`src/rtl/pipeline_hazard_controller_if.sv`:
```
// ---------------------------------------------------------------------------
// pipeline_hazard_controller_if
// Bundles the hazard-detection inputs and the stall/flush control outputs
// exchanged between the pipeline datapath and the hazard controller.
//
//   ID/EX view : idRs1, idRs2, idUsesRs1, idUsesRs2, exRd, exMemoryReadEnable
//   MEM view   : memRedirect, memAccessValid, memReady
//   controls   : pcWriteEnable, <reg>WriteEnable, <reg>Flush (reg = ifId,
//                idEx, exMem, memWb)
//   status     : memTimeout, stallCount, flushCount
//
// modport master : the hazard controller (drives controls and status)
// modport slave  : the pipeline datapath (drives hazard inputs)
// ---------------------------------------------------------------------------
interface pipeline_hazard_controller_if #(
  parameter int COUNT_WIDTH = 32
);
  logic [4:0]             idRs1;
  logic [4:0]             idRs2;
  logic                   idUsesRs1;
  logic                   idUsesRs2;
  logic [4:0]             exRd;
  logic                   exMemoryReadEnable;
  logic                   memRedirect;
  logic                   memAccessValid;
  logic                   memReady;

  logic                   pcWriteEnable;
  logic                   ifIdWriteEnable;
  logic                   idExWriteEnable;
  logic                   exMemWriteEnable;
  logic                   memWbWriteEnable;
  logic                   ifIdFlush;
  logic                   idExFlush;
  logic                   exMemFlush;
  logic                   memWbFlush;
  logic                   memTimeout;
  logic [COUNT_WIDTH-1:0] stallCount;
  logic [COUNT_WIDTH-1:0] flushCount;

  modport master (
    input  idRs1, idRs2, idUsesRs1, idUsesRs2, exRd, exMemoryReadEnable,
           memRedirect, memAccessValid, memReady,
    output pcWriteEnable, ifIdWriteEnable, idExWriteEnable, exMemWriteEnable,
           memWbWriteEnable, ifIdFlush, idExFlush, exMemFlush, memWbFlush,
           memTimeout, stallCount, flushCount
  );

  modport slave (
    output idRs1, idRs2, idUsesRs1, idUsesRs2, exRd, exMemoryReadEnable,
           memRedirect, memAccessValid, memReady,
    input  pcWriteEnable, ifIdWriteEnable, idExWriteEnable, exMemWriteEnable,
           memWbWriteEnable, ifIdFlush, idExFlush, exMemFlush, memWbFlush,
           memTimeout, stallCount, flushCount
  );
endinterface

```
`src/rtl/pipeline_hazard_controller.sv`:
```
// ---------------------------------------------------------------------------
// pipeline_hazard_controller
// Central stall/flush sequencer for the 5-stage RISC-V pipeline. Resolves
// memory-wait stalls, MEM-stage redirects and load-use hazards (in that
// priority order) into write-enable / flush controls for the PC and the four
// pipeline registers. A memory wait lasting MEM_TIMEOUT stalled cycles parks
// the controller in FAULT until reset.
//
// Ports:
//   clock  : system clock
//   reset  : synchronous, active-high
//   hz     : controller side of pipeline_hazard_controller_if
//            (hazard inputs in, controls/memTimeout/counters out)
// Controls are combinational so they act in the cycle the hazard is seen;
// state, wait counter, memTimeout and the performance counters are flops.
// ---------------------------------------------------------------------------
module pipeline_hazard_controller #(
  parameter int MEM_TIMEOUT = 16,
  parameter int COUNT_WIDTH = 32
) (
  input  logic                          clock,
  input  logic                          reset,
  pipeline_hazard_controller_if.master  hz
);

  typedef enum logic [1:0] {
    RUN      = 2'd0,
    MEM_WAIT = 2'd1,
    FAULT    = 2'd2
  } state_t;

  localparam logic [7:0]             WAIT_LAST = 8'(MEM_TIMEOUT - 1);
  localparam logic [COUNT_WIDTH-1:0] CNT_MAX   = {COUNT_WIDTH{1'b1}};
  localparam logic [COUNT_WIDTH-1:0] CNT_ONE   = COUNT_WIDTH'(1);

  state_t                 state_q, state_d;
  logic [7:0]             wait_count_q, wait_count_d;
  logic                   mem_timeout_q, mem_timeout_d;
  logic [COUNT_WIDTH-1:0] stall_count_q, stall_count_d;
  logic [COUNT_WIDTH-1:0] flush_count_q, flush_count_d;

  logic active_s;
  logic mem_stall_s;
  logic redirect_s;
  logic rs_hit_s;
  logic load_use_s;

  // Hazard detection with priority memStall > redirect > loadUse.
  always_comb begin
    active_s    = 1'b0;
    mem_stall_s = 1'b0;
    redirect_s  = 1'b0;
    rs_hit_s    = 1'b0;
    load_use_s  = 1'b0;
    if (!reset && (state_q != FAULT)) begin
      active_s = 1'b1;
    end else begin
      active_s = 1'b0;
    end
    rs_hit_s    = (hz.idUsesRs1 && (hz.idRs1 == hz.exRd)) ||
                  (hz.idUsesRs2 && (hz.idRs2 == hz.exRd));
    mem_stall_s = active_s && hz.memAccessValid && !hz.memReady;
    redirect_s  = active_s && hz.memRedirect && !mem_stall_s;
    // x0 is hard-wired zero, so a load "writing" it never creates a hazard.
    load_use_s  = active_s && hz.exMemoryReadEnable && (hz.exRd != 5'd0) &&
                  rs_hit_s && !mem_stall_s && !redirect_s;
  end

  // Pipeline register enables and flushes for the current cycle.
  always_comb begin
    hz.pcWriteEnable    = 1'b0;
    hz.ifIdWriteEnable  = 1'b0;
    hz.idExWriteEnable  = 1'b0;
    hz.exMemWriteEnable = 1'b0;
    hz.memWbWriteEnable = 1'b0;
    hz.ifIdFlush        = 1'b0;
    hz.idExFlush        = 1'b0;
    hz.exMemFlush       = 1'b0;
    hz.memWbFlush       = 1'b0;
    if (active_s) begin
      hz.pcWriteEnable    = 1'b1;
      hz.ifIdWriteEnable  = 1'b1;
      hz.idExWriteEnable  = 1'b1;
      hz.exMemWriteEnable = 1'b1;
      hz.memWbWriteEnable = 1'b1;
      if (mem_stall_s) begin
        // Freeze everything upstream of MEM; WB receives a bubble.
        hz.pcWriteEnable    = 1'b0;
        hz.ifIdWriteEnable  = 1'b0;
        hz.idExWriteEnable  = 1'b0;
        hz.exMemWriteEnable = 1'b0;
        hz.memWbFlush       = 1'b1;
      end else if (redirect_s) begin
        // Squash the three younger instructions; PC takes the target.
        hz.ifIdFlush  = 1'b1;
        hz.idExFlush  = 1'b1;
        hz.exMemFlush = 1'b1;
      end else if (load_use_s) begin
        // Hold PC and IF/ID, insert one bubble into EX.
        hz.pcWriteEnable   = 1'b0;
        hz.ifIdWriteEnable = 1'b0;
        hz.idExFlush       = 1'b1;
      end else begin
        hz.ifIdFlush = 1'b0;
      end
    end else begin
      hz.pcWriteEnable = 1'b0;
    end
  end

  // Next-state, wait counter, sticky timeout and saturating counters.
  always_comb begin
    state_d       = state_q;
    wait_count_d  = wait_count_q;
    mem_timeout_d = mem_timeout_q;
    stall_count_d = stall_count_q;
    flush_count_d = flush_count_q;
    case (state_q)
      RUN: begin
        if (mem_stall_s) begin
          state_d      = MEM_WAIT;
          wait_count_d = 8'd1;
        end else begin
          wait_count_d = 8'd0;
        end
      end
      MEM_WAIT: begin
        if (!mem_stall_s) begin
          state_d      = RUN;
          wait_count_d = 8'd0;
        end else if (wait_count_q == WAIT_LAST) begin
          // This cycle is the MEM_TIMEOUT-th consecutive stalled cycle.
          state_d       = FAULT;
          mem_timeout_d = 1'b1;
        end else begin
          wait_count_d = wait_count_q + 8'd1;
        end
      end
      FAULT: begin
        mem_timeout_d = 1'b1;
      end
      default: begin
        state_d      = RUN;
        wait_count_d = 8'd0;
      end
    endcase
    if ((mem_stall_s || load_use_s) && (stall_count_q != CNT_MAX)) begin
      stall_count_d = stall_count_q + CNT_ONE;
    end else begin
      stall_count_d = stall_count_q;
    end
    if (redirect_s && (flush_count_q != CNT_MAX)) begin
      flush_count_d = flush_count_q + CNT_ONE;
    end else begin
      flush_count_d = flush_count_q;
    end
  end

  // State and counter registers with synchronous reset.
  always_ff @(posedge clock) begin
    if (reset) begin
      state_q       <= RUN;
      wait_count_q  <= 8'd0;
      mem_timeout_q <= 1'b0;
      stall_count_q <= {COUNT_WIDTH{1'b0}};
      flush_count_q <= {COUNT_WIDTH{1'b0}};
    end else begin
      state_q       <= state_d;
      wait_count_q  <= wait_count_d;
      mem_timeout_q <= mem_timeout_d;
      stall_count_q <= stall_count_d;
      flush_count_q <= flush_count_d;
    end
  end

  assign hz.memTimeout = mem_timeout_q;
  assign hz.stallCount = stall_count_q;
  assign hz.flushCount = flush_count_q;

endmodule

```
`src/flat_wrapper.sv`:
```
// flat-port wrapper written by rule: the top's interface ports become plain ports
module pipeline_hazard_controller_flat 
#(
  parameter int MEM_TIMEOUT = 16,
  parameter int COUNT_WIDTH = 32
)
  (clock, reset, hz_idRs1, hz_idRs2, hz_idUsesRs1, hz_idUsesRs2, hz_exRd, hz_exMemoryReadEnable, hz_memRedirect, hz_memAccessValid, hz_memReady, hz_pcWriteEnable, hz_ifIdWriteEnable, hz_idExWriteEnable, hz_exMemWriteEnable, hz_memWbWriteEnable, hz_ifIdFlush, hz_idExFlush, hz_exMemFlush, hz_memWbFlush, hz_memTimeout, hz_stallCount, hz_flushCount);
  pipeline_hazard_controller_if #(.COUNT_WIDTH(COUNT_WIDTH)) hz_i ();
  input  logic clock;
  input  logic reset;
  input wire logic [$bits(hz_i.idRs1)-1:0] hz_idRs1;
  input wire logic [$bits(hz_i.idRs2)-1:0] hz_idRs2;
  input wire logic [$bits(hz_i.idUsesRs1)-1:0] hz_idUsesRs1;
  input wire logic [$bits(hz_i.idUsesRs2)-1:0] hz_idUsesRs2;
  input wire logic [$bits(hz_i.exRd)-1:0] hz_exRd;
  input wire logic [$bits(hz_i.exMemoryReadEnable)-1:0] hz_exMemoryReadEnable;
  input wire logic [$bits(hz_i.memRedirect)-1:0] hz_memRedirect;
  input wire logic [$bits(hz_i.memAccessValid)-1:0] hz_memAccessValid;
  input wire logic [$bits(hz_i.memReady)-1:0] hz_memReady;
  output wire logic [$bits(hz_i.pcWriteEnable)-1:0] hz_pcWriteEnable;
  output wire logic [$bits(hz_i.ifIdWriteEnable)-1:0] hz_ifIdWriteEnable;
  output wire logic [$bits(hz_i.idExWriteEnable)-1:0] hz_idExWriteEnable;
  output wire logic [$bits(hz_i.exMemWriteEnable)-1:0] hz_exMemWriteEnable;
  output wire logic [$bits(hz_i.memWbWriteEnable)-1:0] hz_memWbWriteEnable;
  output wire logic [$bits(hz_i.ifIdFlush)-1:0] hz_ifIdFlush;
  output wire logic [$bits(hz_i.idExFlush)-1:0] hz_idExFlush;
  output wire logic [$bits(hz_i.exMemFlush)-1:0] hz_exMemFlush;
  output wire logic [$bits(hz_i.memWbFlush)-1:0] hz_memWbFlush;
  output wire logic [$bits(hz_i.memTimeout)-1:0] hz_memTimeout;
  output wire logic [$bits(hz_i.stallCount)-1:0] hz_stallCount;
  output wire logic [$bits(hz_i.flushCount)-1:0] hz_flushCount;
  assign hz_i.idRs1 = hz_idRs1;
  assign hz_i.idRs2 = hz_idRs2;
  assign hz_i.idUsesRs1 = hz_idUsesRs1;
  assign hz_i.idUsesRs2 = hz_idUsesRs2;
  assign hz_i.exRd = hz_exRd;
  assign hz_i.exMemoryReadEnable = hz_exMemoryReadEnable;
  assign hz_i.memRedirect = hz_memRedirect;
  assign hz_i.memAccessValid = hz_memAccessValid;
  assign hz_i.memReady = hz_memReady;
  assign hz_pcWriteEnable = hz_i.pcWriteEnable;
  assign hz_ifIdWriteEnable = hz_i.ifIdWriteEnable;
  assign hz_idExWriteEnable = hz_i.idExWriteEnable;
  assign hz_exMemWriteEnable = hz_i.exMemWriteEnable;
  assign hz_memWbWriteEnable = hz_i.memWbWriteEnable;
  assign hz_ifIdFlush = hz_i.ifIdFlush;
  assign hz_idExFlush = hz_i.idExFlush;
  assign hz_exMemFlush = hz_i.exMemFlush;
  assign hz_memWbFlush = hz_i.memWbFlush;
  assign hz_memTimeout = hz_i.memTimeout;
  assign hz_stallCount = hz_i.stallCount;
  assign hz_flushCount = hz_i.flushCount;
  pipeline_hazard_controller #(.MEM_TIMEOUT(MEM_TIMEOUT), .COUNT_WIDTH(COUNT_WIDTH)) u_core (.clock(clock), .reset(reset), .hz(hz_i));
endmodule
```
`config.mk`:
```
export PLATFORM = sky130hd
export DESIGN_NAME = pipeline_hazard_controller_flat
export DESIGN_NICKNAME = d
export VERILOG_FILES = /design/src/rtl/pipeline_hazard_controller_if.sv /design/src/rtl/pipeline_hazard_controller.sv /design/src/flat_wrapper.sv
export SDC_FILE = /design/constraint.sdc
export NUM_CORES = 1
export LEC_CHECK = 0
export BUFFER_PORTS_ARGS = -buffer_cell sky130_fd_sc_hd__buf_4
export CAP_MARGIN = 20
export CORE_MARGIN = 1.5
export CORE_UTILIZATION = 43
export CTS_CLUSTER_SIZE = 25
export DETAILED_ROUTE_END_ITERATION = 8
export PLACE_DENSITY_LB_ADDON = 0.2
export RECOVER_POWER = 25
export REMOVE_ABC_BUFFERS = 1
export SYNTH_ARGS = -nofsm -noshare
export SYNTH_HDL_FRONTEND = slang
export SYNTH_SLANG_ARGS = --single-unit
```
`constraint.sdc`:
```
create_clock -name clock -period 4.2 [get_ports clock]
set_clock_uncertainty 0.05 [all_clocks]
set_input_delay 0.84 -clock clock [delete_from_list [all_inputs] [get_ports clock]]
set_output_delay 0.84 -clock clock [all_outputs]
set_load 0.02 [all_outputs]
```
==> impl_metrics.csv, run 1 <==
group,metric,value,unit
synthesis,ys_types,62,
clock_tree,post_cts_buffers,0,
job,max_cap_viol_count,0,
power,power_density,277,nW/um^2
final_layout,register_area,1500,um^2
hold_path,hp-class,"reg -> reg",
synthesis,ys_ff_latch,75,
die,coreArea,9240,um^2
power,leakagePower,1.66,nW
clock_tree,clkLatencyLatePin,340,ps
synthesis,ys_seq_area_frac,0.366,
timing,worst_slew_pin_slew,731,ps
die,start_util,0.444,
power,combinationalPowerShare,0.074,
critical_path,setup.worst_path.start_class,"register",
clock_tree,hold_buffers,0,
synthesis,synthAdderAreaFrac,0.0183,
die,die_y,101,um
power,power.net_switching,0.000317,W
drt,routed_wl,10200,um
grt,grt_usage,0.205,
clock_tree,cts_made_buffers,9,
timing,min_period,3100,ps
drt,vias,3988,
synthesis,synth_top_area_frac,0.366,
critical_path,path_max_fanout,8,
timing,timing.final.ws_setup,1100,ps
critical_path,end_kind,"primary output",
clock_tree,tritoncts,"yes",
grt,grt_max_degree,68,
drt,ant_nets,0,
synthesis,synthMuxAreaShare,0.0107,
synthesis,synth_area_leaders,"dfxtp_1 37%, a21oi_1 5.4%, xnor2_1 4.3%",
timing,relSlewSlack,0.512,
synthesis,async_flop_share,0,
die,fp.dieW,101,um
synthesis,synthSimpleGateAreaFrac,0.336,
placed_design,place_area,4900,um^2
grt,busiest_layer,"met2",
critical_path,path_class,"reg -> out",
power,vdd_drop_max,0.000174,V
timing,tns,0,ps
final_layout,layout.nets,608,
clock_tree,clk_transition_reported_paths,80,ps
die,die_area,10100,um^2
power,power_frac_seq,0.522,
die,pin_count,97,
grt,met1_usage,0.246,
final_layout,multi_input_area,2440,um^2
synthesis,synth-xor-area-share,0.0705,
run_status,status,"finished, final reports clean",
timing,max_freq,322,MHz
power,power_frac_clock,0.404,
drt,firstDrtPassIters,4,
placed_design,dpl_worst_slack,1110,ps
synthesis,syn_area,4100,um^2
placed_design,dp.cells,697,
placed_design,gp_routability_congestion,0.855,
final_layout,diodes,0,
grt,grtUsageMet2,0.348,
grt,grt_pass1_wl,16700,um
drt,first_iter_violations,156,
timing,setup_viol,0,
final_layout,finalInstanceArea,4950,um^2
critical_path,cp.required,3310,ps
final_layout,final_cell_count_no_fill,712,
synthesis,synth-edff-count,0,
grt,first_global_vias,3601,
clock_tree,cts_buffer_depth,2,
grt,antenna_found_initial,0,
drt,routedWlPerCell,14.3,um
power,sw_frac_of_total,0.231,
synthesis,synthCells,493,
final_layout,drive_gt1_frac,0.178,
timing,hold_violations,0,
clock_tree,htreeDepth,3,
synthesis,yosys_most_used_dff,"dfxtp_1",
timing,hold_slack,430,ps
clock_tree,cts_sinks,75,
synthesis,syn_avg_cell_area,8.32,um^2
final_layout,fillerInstances,916,
grt,grt.met3_usage,0.0555,
placed_design,portBuffers,96,
synthesis,synth-compound-area-share,0.157,
final_layout,areaGrowthSynthToFinish,20.7,%
grt,overflow,0,
synthesis,synth_top_family_by_area,"simple AND/OR/NAND/NOR gates",
clock_tree,clk_root_buffer_cell,"clkbuf_8",
power,p_int,0.00106,W
clock_tree,ctsResizeCount,0,
placed_design,dp_hpwl,7190,um
critical_path,arrival,2210,ps
synthesis,yosysWarnings,0,
timing,rsz0062_at_grt,"false",
die,std_cell_rows,35,
timing,drv_slew,0,
timing,finalCritPeriodShare,0.738,
drt,viasPerCell,5.60,
synthesis,synth_top_area_cell,"dfxtp_1",
drt,drc,0,
## area by class of cell
class | count | area share
clock buffer | 13 | 0.0321
sequential | 75 | 0.303
clock inverter | 2 | 0.00707
multi-input combinational | 381 | 0.492
tap | 129 | 0.0326
timing repair buffer | 100 | 0.124
inverter | 12 | 0.00960
## cells in the mapped netlist, types with 2 or more instances
master	instances
xnor2_1	20
o41ai_1	5
o21ai_0	16
buf_4	4
nor2_1	41
and4_1	7
clkbuf_1	14
nand4b_1	2
or3_1	11
buf_2	6
a21boi_0	2
nor3_4	2
or4_1	23
or4b_1	2
nand4_1	20
and2_1	2
nor4_4	2
nor2b_1	7
nand2_2	2
nor3_1	13
a21oi_1	44
nand2_1	42
mux2_2	3
o311ai_0	3
or3_2	2
nand4_2	3
inv_1	10
dfxtp_1	75
nand3_1	30
and3_1	7
ha_1	6
nor4_1	4
o31ai_1	22
xor2_1	13
## power groups by stage
| stage | clock, W | combinational (W) | sequential, W |
|---|---|---|---|
| final | 0.000555 | 0.000102 | 0.000717 |
| after floorplan | 0 | 0.0000466 | 0.000736 |
| after global placement | 0 | 0.000102 | 0.000733 |
| after detailed placement | 0 | 0.000104 | 0.000733 |
| after global routing | 0.000605 | 0.000111 | 0.000717 |
| after CTS | 0.000579 | 0.000104 | 0.000716 |
## through the flow
stage,util,power [W]
floorplan,-,0.000782
global placement,0.530,0.000836
detailed placement,0.530,0.000837
CTS,0.551,0.00140
global route,0.536,0.00143
finish,0.536,0.00137
## worst max-delay path: stages, from the launching register on
cell	delay [ps]
dfxtp_1	360
inv_1	80
ha_1	300
or2_1	410
nor2_1	250
a21boi_0	280
buf_4	190
## flip-flops by register name, summed over array words and instances, names as in the netlist
signal,flops
u_core.hz.flushCount,32
u_core.hz.stallCount,32
u_core.wait_count_q,8
u_core.state_q,2
u_core.hz.memTimeout,1
## logic make-up (layout without fill, tap and decap cells)
logic type	after synthesis	in the layout
adder cells (fa/ha/maj)	6	6
AND/OR/NAND/NOR	236	236
multiplexers	4	4
buffers and inverters	37	127
XOR/XNOR	33	33
flip-flops	75	75
AO/OA/AOI/OAI	102	102
## routing by layer
metal | up-vias | part of all wire
met2 | 92 | 0.49
met5 | - | 0
li1 | 2005 | -
met1 | 1877 | 0.45
met3 | 14 | 0.047
met4 | 0 | 0.017
## worst paths after layout
check                             endpoint  cells after the start                 start  slack [ps]
hold / removal        u_core.hz.memTimeout                      2  u_core.hz.memTimeout         430
setup / recovery        hz_ifIdWriteEnable                      6     u_core.state_q[0]        1100
hold reg to reg       u_core.hz.memTimeout                      2  u_core.hz.memTimeout         430
setup reg to reg  u_core.hz.stallCount[17]                      8     u_core.state_q[0]        1410
## layout by cell type, fill, tap and decap left out, types with 3 or more instances in the layout
cell type	count
dfxtp_1	75
buf_4	63
a21oi_1	44
nand2_1	42
nor2_1	41
clkbuf_1	39
nand3_1	30
or4_1	23
o31ai_1	22
xnor2_1	20
nand4_1	20
o21ai_0	16
nor3_1	13
xor2_1	13
or3_1	11
clkbuf_8	11
inv_1	10
nor2b_1	7
and4_1	7
and3_1	7
ha_1	6
o41ai_1	5
nor4_1	4
nand4_2	3
mux2_2	3
o311ai_0	3
No activity file was read; power rests on OpenSTA's default activity.
==> inputs of run 2 (changes only) <==
Clock period 4.2 ns to 3 ns, I/O delays scaled along.
==> impl_metrics.csv, run 2 (synthesis gave the netlist of run 1 again) <==
group,metric,value,unit
drt,first_iter_violations,186,
critical_path,cp_slowest_stage_delay,380,ps
critical_path,r2r_slack,460,ps
power,leakagePower,1.69,nW
placed_design,dpl_worst_slack,390,ps
final_layout,multi_input_area,2440,um^2
drt,drc,0,
critical_path,path_class,"reg -> out",
drt,vias,3975,
critical_path,arrival,2180,ps
timing,worst_slew_pin_slew,768,ps
clock_tree,hold_buffers,0,
drt,viasPerCell,5.55,
final_layout,register_area,1500,um^2
power,power_density,387,nW/um^2
grt,grt_usage,0.212,
die,die_area,10100,um^2
critical_path,critPathBufInv,2,
critical_path,end_kind,"primary output",
final_layout,areaGrowthSynthToFinish,21.7,%
die,fp.dieW,101,um
die,start_util,0.444,
grt,antenna_found_initial,0,
placed_design,portBuffers,96,
drt,routedWlPerCell,14.4,um
critical_path,rr_startpoint,"u_core.state_q[0]",
critical_path,crit_chain,"inv_1 > ha_1 > or2_1 > nor2_1 > a21boi_0 > buf_4",
clock_tree,clkLatencyLatePin,350,ps
critical_path,worst_path_max_delay_cell,"or2_1",
hold_path,hold_depth,2,
timing,drv_slew,0,
timing,timing.final.ws_setup,167,ps
clock_tree,cts_made_buffers,9,
grt,overflow,0,
clock_tree,clk_transition_reported_paths,80,ps
timing,max_freq,353,MHz
job,max_cap_viol_count,0,
critical_path,crit_family,"simple AND/OR/NAND/NOR gates",
critical_path,rr_worst_depth,11,
drt,firstDrtPassIters,4,
critical_path,setup.worst_path.start_class,"register",
final_layout,utilization,0.540,
placed_design,dp_hpwl,7370,um
die,coreArea,9240,um^2
timing,rsz0062_at_grt,"false",
drt,routed_wl,10300,um
grt,grt_pass1_wl,17200,um
critical_path,r2r-end,"u_core.wait_count_q[7]",
clock_tree,ctsResizeCount,0,
final_layout,layout.nets,611,
timing,finalCritPeriodShare,0.944,
critical_path,path_max_fanout,8,
timing,min_period,2830,ps
clock_tree,cts_buffer_depth,2,
die,pin_count,97,
clock_tree,tritoncts,"yes",
final_layout,fillerInstances,901,
run_status,status,"finished, final reports clean",
final_layout,final_common_cell,"dfxtp_1",
grt,first_global_vias,3787,
timing,hold_violations,0,
drt,ant_nets,0,
timing,setup_viol,0,
clock_tree,post_cts_buffers,0,
power,vdd_drop_max,0.000189,V
hold_path,hp-class,"reg -> reg",
timing,tns,0,ps
final_layout,diodes,0,
timing,hold_slack,437,ps
grt,grt_max_degree,68,
clock_tree,cts_sinks,75,
timing,relSlewSlack,0.487,
die,die_y,101,um
hold_path,hold_start,"u_core.wait_count_q[1]",
clock_tree,clk_root_buffer_cell,"clkbuf_8",
clock_tree,htreeDepth,3,
critical_path,cp.required,2350,ps
final_layout,final_cell_mix,"75 x dfxtp_1, 66 x buf_4, 44 x a21oi_1, 42 x nand2_1, 41 x nor2_1",
die,std_cell_rows,35,
hold_path,min_to,"u_core.wait_count_q[1]",
placed_design,gp_routability_congestion,0.856,
critical_path,path_depth,6,
final_layout,drive_gt1_frac,0.187,
[run 2: changes by cell type in the layout (fill, tap and decap cells not counted)]
cell / delta
clkinvlp_4: +1
clkbuf_1: -2
buf_4: +3
buf_12: +1
clkinv_2: +2
clkbuf_8: -1
[run 2: worst max path at each step]
stage	slack, ps	to	startpoint
final	170	hz_ifIdWriteEnable	u_core.state_q[0]
after global routing	3	hz_ifIdWriteEnable	u_core.state_q[0]
after CTS	120	hz_ifIdWriteEnable	u_core.state_q[0]
after detailed placement	390	hz_ifIdWriteEnable	hz_exRd[0]
after global placement	430	hz_ifIdWriteEnable	hz_exRd[0]
after floorplan	-300	hz_ifIdWriteEnable	u_core.state_q[0]
[run 2: where the power goes]
group,internal [W],switching [W]
logic,0.0000580,0.0000896
registers,0.000999,0.00000422
clock network,0.000403,0.000377
total,0.00146,0.000471
[run 2: worst min-delay path, cell delays in order (launching register included)]
cell and delay [ps]:
dfxtp_1 330, nand2_1 60, a21oi_1 50
[run 2: area by class of cell]
cell class / instances / area share
Multi-Input combinational cell: 381 / 0.488
Sequential cell: 75 / 0.301
Timing Repair Buffer: 103 / 0.130
Tap cell: 129 / 0.0323
Clock buffer: 11 / 0.0283
Clock inverter: 5 / 0.0105
Inverter: 12 / 0.00953
[run 2: per-stage QoR]
| stage | instance area, um^2 | instances | total power (W) |
|---|---|---|---|
| 2_1_floorplan | 3980 | 468 | 0.00110 |
| 3_3_place_gp | 4930 | 700 | 0.00118 |
| 3_5_place_dp | 4930 | 700 | 0.00118 |
| 4_1_cts | 5130 | 716 | 0.00196 |
| 5_1_grt | 4990 | 716 | 0.00200 |
| 6_report | 4990 | 716 | 0.00193 |
[run 2: layer usage]
metal | global-route usage | wire length, um
met5 | 0 | 0
met4 | 0.0769 | 204
met3 | 0.0409 | 440
met2 | 0.383 | 5190
met1 | 0.248 | 4440
